<file path="src/rtl/seq_pkg.sv">
// Shared definitions for the seq_loader operand sequencer: state encoding,
// operand/result widths and the seq_hw weighting coefficients.
package seq_pkg;

  localparam int OP_W  = 8;
  localparam int RES_W = 16;
  localparam int CNT_W = 4;

  localparam logic [RES_W-1:0] COEF_I1 = 16'd23;
  localparam logic [RES_W-1:0] COEF_I2 = 16'd18;
  localparam logic [RES_W-1:0] COEF_I3 = 16'd13;

  typedef enum logic [1:0] {
    LOAD0 = 2'd0,
    LOAD1 = 2'd1,
    LOAD2 = 2'd2,
    HOLD  = 2'd3
  } seq_state_e;

  // Weighted sum seq_hw is expected to return, wrapped to the result width.
  function automatic logic [RES_W-1:0] seq_weighted_sum(
    input logic [OP_W-1:0] a,
    input logic [OP_W-1:0] b,
    input logic [OP_W-1:0] c
  );
    return (COEF_I1 * RES_W'(a)) + (COEF_I2 * RES_W'(b)) + (COEF_I3 * RES_W'(c));
  endfunction

endpackage

</file>
<file path="src/rtl/seq_ref_calc.sv">
// Reference arithmetic for the optional result checker: recomputes the
// expected seq_hw output from the operands currently driven downstream.
module seq_ref_calc
  import seq_pkg::*;
(
  input  logic [OP_W-1:0]  i_op1,
  input  logic [OP_W-1:0]  i_op2,
  input  logic [OP_W-1:0]  i_op3,
  output logic [RES_W-1:0] o_ref
);

  assign o_ref = seq_weighted_sum(i_op1, i_op2, i_op3);

endmodule

</file>
<file path="src/rtl/seq_loader.sv">
// Serial operand loader for seq_hw: collects three bytes, presents them as a
// stable triple for HOLD_CYCLES edges, then captures the result.
// Optional result checker enabled by macro SEQ_LOADER_CHECK_EN.
module seq_loader
  import seq_pkg::*;
#(
  parameter int HOLD_CYCLES = 4
) (
  input  logic             clk,
  input  logic             reset,
  input  logic [OP_W-1:0]  din,
  input  logic             din_valid,
  output logic             din_ready,
  output logic [OP_W-1:0]  I1,
  output logic [OP_W-1:0]  I2,
  output logic [OP_W-1:0]  I3,
  input  logic [RES_W-1:0] O,
  output logic [RES_W-1:0] res,
  output logic             res_valid,
  output logic             err
);

  localparam logic [CNT_W-1:0] CNT_INIT = CNT_W'(HOLD_CYCLES - 1);

  seq_state_e       r_state;
  seq_state_e       w_state_nxt;
  logic [OP_W-1:0]  r_s1;
  logic [OP_W-1:0]  r_s2;
  logic [OP_W-1:0]  r_i1;
  logic [OP_W-1:0]  r_i2;
  logic [OP_W-1:0]  r_i3;
  logic [CNT_W-1:0] r_cnt;
  logic [RES_W-1:0] r_res;
  logic             r_res_valid;
  logic             w_din_ready;
  logic             w_accept;
  logic             w_load_s1;
  logic             w_load_s2;
  logic             w_load_ops;
  logic             w_capture;

  // Ready is gated by reset directly so nothing is accepted while it is held.
  assign w_din_ready = (r_state != HOLD) && !reset;
  assign w_accept    = w_din_ready && din_valid;

  // Next-state and datapath strobes.
  always_comb begin
    w_state_nxt = r_state;
    w_load_s1   = 1'b0;
    w_load_s2   = 1'b0;
    w_load_ops  = 1'b0;
    w_capture   = 1'b0;
    case (r_state)
      LOAD0: begin
        if (w_accept) begin
          w_load_s1   = 1'b1;
          w_state_nxt = LOAD1;
        end else begin
          w_state_nxt = LOAD0;
        end
      end
      LOAD1: begin
        if (w_accept) begin
          w_load_s2   = 1'b1;
          w_state_nxt = LOAD2;
        end else begin
          w_state_nxt = LOAD1;
        end
      end
      LOAD2: begin
        if (w_accept) begin
          w_load_ops  = 1'b1;
          w_state_nxt = HOLD;
        end else begin
          w_state_nxt = LOAD2;
        end
      end
      HOLD: begin
        if (r_cnt == 4'd0) begin
          w_capture   = 1'b1;
          w_state_nxt = LOAD0;
        end else begin
          w_state_nxt = HOLD;
        end
      end
      default: begin
        w_state_nxt = LOAD0;
      end
    endcase
  end

  // State register.
  always_ff @(posedge clk or posedge reset) begin
    if (reset) begin
      r_state <= LOAD0;
    end else begin
      r_state <= w_state_nxt;
    end
  end

  // Shadow bytes, downstream operands, hold counter and result capture.
  always_ff @(posedge clk or posedge reset) begin
    if (reset) begin
      r_s1        <= 8'd0;
      r_s2        <= 8'd0;
      r_i1        <= 8'd0;
      r_i2        <= 8'd0;
      r_i3        <= 8'd0;
      r_cnt       <= 4'd0;
      r_res       <= 16'd0;
      r_res_valid <= 1'b0;
    end else begin
      if (w_load_s1) begin
        r_s1 <= din;
      end
      if (w_load_s2) begin
        r_s2 <= din;
      end
      // All three operands switch on one edge so seq_hw never sees a mix.
      if (w_load_ops) begin
        r_i1  <= r_s1;
        r_i2  <= r_s2;
        r_i3  <= din;
        r_cnt <= CNT_INIT;
      end else if ((r_state == HOLD) && (r_cnt != 4'd0)) begin
        r_cnt <= r_cnt - 4'd1;
      end
      if (w_capture) begin
        r_res <= O;
      end
      r_res_valid <= w_capture;
    end
  end

`ifdef SEQ_LOADER_CHECK_EN
  logic [RES_W-1:0] w_ref;
  logic             r_err;

  seq_ref_calc u_ref_calc (
    .i_op1 (r_i1),
    .i_op2 (r_i2),
    .i_op3 (r_i3),
    .o_ref (w_ref)
  );

  // Sticky mismatch flag, evaluated only on capture edges.
  always_ff @(posedge clk or posedge reset) begin
    if (reset) begin
      r_err <= 1'b0;
    end else if (w_capture && (w_ref != O)) begin
      r_err <= 1'b1;
    end
  end

  assign err = r_err;
`else
  assign err = 1'b0;
`endif

  assign din_ready = w_din_ready;
  assign I1        = r_i1;
  assign I2        = r_i2;
  assign I3        = r_i3;
  assign res       = r_res;
  assign res_valid = r_res_valid;

endmodule

</file>
<file path="config.mk">
export PLATFORM = sky130hd
export DESIGN_NAME = seq_loader
export DESIGN_NICKNAME = d
export VERILOG_FILES = /design/src/rtl/seq_pkg.sv /design/src/rtl/seq_ref_calc.sv /design/src/rtl/seq_loader.sv
export SDC_FILE = /design/constraint.sdc
export NUM_CORES = 1
export LEC_CHECK = 0
export CAP_MARGIN = 20
export CORE_AREA = 2 2 81 83
export DETAILED_ROUTE_END_ITERATION = 6
export DIE_AREA = 0 0 83 85
export PLACE_DENSITY = 0.74
export REMOVE_ABC_BUFFERS = 1
export SYNTH_ARGS = -nofsm -noshare
export SYNTH_HDL_FRONTEND = slang
export SYNTH_SLANG_ARGS = --single-unit
</file>
<file path="constraint.sdc">
create_clock -name clk -period 2 [get_ports clk]
set_input_delay 0.4 -clock clk [delete_from_list [all_inputs] [get_ports clk]]
set_output_delay 0.4 -clock clk [all_outputs]
set_load 0.05 [all_outputs]
</file>
==> results.md <==
- The capture point of the worst reg-to-reg path is res[11].
- Together, buffers and inverters on the worst path number 1.
- The detailed placement HPWL is 3410 um.
- Once placement completed, the tool counted placed cells totaling slightly above 300.
- After global routing the overflow that remains totals 0.
- The pre-CTS setup slack is between 0.04 and 0.05 ns.
- The finished cells cover 3630 um^2.
- The H-tree was split into 3 levels.
- The buffer depth of the longest clock path is 2.
- The setup slack of the most critical reg-to-reg path is about 0.24 ns.
- The max capacitance violation total is 0.
- The I/O pin count is 70.
- The worst pin sits at a relative slew slack of about two thirds.
- The share of the yosys chip area belonging to registers is about three fifths.
- In this run the number of cells on the critical path is 1.
- The first-pass iteration count of the detailed router is 4.
- Summing internal, switching and leakage power gives just under 0.007 W.
- Excluding fillers, the count of instances in the completed layout stands at 323.
- The number of buffers inserted for hold repair after clock tree synthesis is 0.
- The number of setup buffers added after CTS is 0.
- The count of final max-slew check failures is 0.
- The library cells used most frequently in the layout, excluding fill and tap cells, are 66 x sky130_fd_sc_hd__clkdlybuf4s50_1, 63 x sky130_fd_sc_hd__dfrtp_1, 48 x sky130_fd_sc_hd__mux2_2, 10 x sky130_fd_sc_hd__clkbuf_8, 9 x sky130_fd_sc_hd__mux2_4.
- In this run the mean area of a mapped cell was roughly 16 um^2.
- The number of antenna violations at the first check in global routing is 0.
- The data arrival time at the worst-slack endpoint is between 1.5 and 2 ns.
- The area growth from synthesis to layout is 39.4%.
- The top cell family by delay on the critical path is buffers and inverters.
- The number of inserted filler cells in the final layout is roughly 500.
- The first global-routing pass estimated roughly 8000 um of wire.
- The number of gates given a new drive strength after cts is 0.
- The worst clock skew is between 0.008 and 0.009 ns.
- Counting instances, the worst hold path has a depth of 1.
- The detail route stage leaves a number of antenna-violating nets equal to 0.
- At the pin with the least slew margin, the transition time is ~0.52 ns.
- The total area inside the core boundary comes to 6200 um^2.
- The die boundary width is approximately 83 um.
- The number of global-route vias before repair was 1,600.
- The most critical setup path has its startpoint at I1[4].
- The critical path endpoint category is a primary output.
- The routed wirelength normalized by instance count is 15.2 um.
- The row count is 29.
- The maximum net fanout on the critical path is 2.
- After detailed routing, the number of vias per cell comes to between 4 and 5.
- The post-placement cell area is around 3400 um^2.
- The fraction of layout cells with a size suffix above 1 is roughly 36%.
- The flow ran to the end, and the final reports show no timing, DRC or antenna violations.
- CTS placed an instance of sky130_fd_sc_hd__clkbuf_8 at the clock tree root.
- The number of remaining DRC errors is 0.
- The starting utilization of the core area is between 40% and 50%.
- In this run, synthesis produced a sequential element count of 63.
- The final layout contains 270 nets.
- The detailed router placed roughly 1.5k vias in this run.
- The clock period minus final worst setup slack is approximately 1.9 ns.
- The final standard cell utilization of the core is 58.4%.
- The worst endpoint required time is around 1.6 ns.
- After clock tree synthesis, the clock-pin slew on the worst setup and hold paths is about 0.08 ns.
- IR analysis of the VDD net gives a maximum drop of approximately 0.99 mV.
- The cell with the largest stage delay on the worst path is sky130_fd_sc_hd__clkdlybuf4s50_1.
- The highest clock rate is 524 MHz.
- TritonCTS built the clock tree.
- Dividing the final minimum period by the clock period gives ~96%.
- The DRC marker count from the first detailed-route iteration is slightly below 70.
- The routed wire length is 4930 um.
- The most common library cell in the layout ignoring fill and taps is sky130_fd_sc_hd__clkdlybuf4s50_1.
- The clock drives 63 sinks.
- The maximum number of pins on one net before global-route repair is 37.
- The synthesized netlist cell count is 160.
- Setup repair after global routing left no endpoint under its margin.
- In this run the power density over the cells is 1860 nW/um^2.
- The count of different cell masters after synthesis is 27.
- Buffers placed on the I/O ports in this run total ~70.
- The signal on the critical path passes through clkdlybuf4s50_1.
- In this run the worst hold path is classified as flip-flop to flip-flop.
- The routability congestion estimate is approximately 0.7.
- The synthesized cell area is 2600 um^2.
- The final setup slack of the worst path is about 0.090 ns.
- Global routing used between 10% and 20% of the available tracks across all layers.
- For this run, the number of Yosys warnings is 0.
- The vertical extent of the die is approximately 85 um.
- The clock buffer count from CTS is 9.
- The last element of the critical path is I1[4].
- The leakage power summed over all cells is roughly 1.6 nW.
- The die covers just over 7000 um^2.
- The category of the most critical setup path is flip-flop to primary output.
- The hold violation total from the final report is 0.
- The number of antenna cells inserted is 0.
- The count of final setup violators is 0.
- The startpoint identified for the worst register-to-register timing path is r_cnt[0].
- The type of origin of the critical path is a flip-flop.
- On the worst path, the slowest cell contributes a delay of 0.81 ns.
- The length in cells of the worst reg-to-reg path is 6.
- The clock network latency to the later pin of the worst-skew pair is roughly 0.33 ns.
[state kept, by name, indices dropped and copies added, names as in the netlist]
register   flops
I2             8
res_valid      1
I1             8
r_s2           8
res           16
I3             8
r_s1           8
r_state        2
r_cnt          4
[metrics by stage]
step / hold slack [ns] / TNS (ns)
detailed placement: 0.490 / 0
finish: 0.500 / 0
global placement: 0.482 / 0
CTS: 0.504 / 0
global route: 0.520 / 0
floorplan: 0.475 / -0.670
[synth_stat cells, drive strengths merged]
cell type	number	area [um^2]
conb	1	3.75
nand2	3	11.3
or4	1	8.76
o21ai	1	5.00
ha	2	25.0
nor3b	3	56.3
and3	1	6.26
dfrtp	63	1580
nand3b	1	7.51
mux2	57	676
o21a	1	7.51
nor2	1	3.75
nor2b	1	6.26
buf	7	76.3
o2bb2ai	1	8.76
a21o	1	7.51
nand4bb	1	11.3
nand2b	1	13.8
a2bb2oi	2	17.5
nor3	1	16.3
mux2i	2	20.0
a21oi	3	15.0
o22ai	1	6.26
inv	4	15.0
[final cells by class]
class | instances | area [um^2] | area share, %
clock buffer | 12 | 145 | 4.00
clock inverter | 4 | 53.8 | 1.48
inverter | 4 | 15.0 | 0.414
multi-input combinational | 86 | 933 | 25.7
sequential | 63 | 1580 | 43.5
tap | 77 | 96.3 | 2.66
timing repair buffer | 77 | 806 | 22.2
[cells by family after synthesis]
| logic type | after synthesis | synth area share (%) |
|---|---|---|
| AND/OR/NAND/NOR | 14 | 5.44 |
| other | 1 | 0.144 |
| flip-flops | 63 | 60.6 |
| buffers and inverters | 11 | 3.51 |
| AO/OA/AOI/OAI | 10 | 2.60 |
| multiplexers | 59 | 26.7 |
| adder cells (fa/ha/maj) | 2 | 0.962 |
[power breakdown]
part	switching, W	leakage [nW]	internal [W]	total (W)
Clock	0.000492	0.0932	0.000615	0.00111
Combinational	0.00192	0.704	0.00141	0.00333
Sequential	0.000409	0.773	0.00188	0.00229
[per-layer routing]
| metal | vias up | routed length [um] | track usage [%] |
|---|---|---|---|
| met2 | 31 | 2470 | 24.0 |
| li1 | 728 | - | - |
| met4 | 0 | 96 | 4.02 |
| met5 | - | 0 | 0 |
| met1 | 781 | 2170 | 19.2 |
| met3 | 6 | 184 | 5.16 |
[worst min-delay path by stage]
stage             from  endpoint  slack (ns)
6_report       r_s2[4]     I2[4]        0.50
5_1_grt          I1[3]     I1[3]        0.52
4_1_cts        r_s2[4]     I2[4]        0.50
3_5_place_dp   r_s2[6]     I2[6]        0.49
3_3_place_gp   r_s1[1]     I1[1]        0.48
2_1_floorplan  r_s2[0]   r_s2[0]        0.47
(Power assumes the default switching activity.)
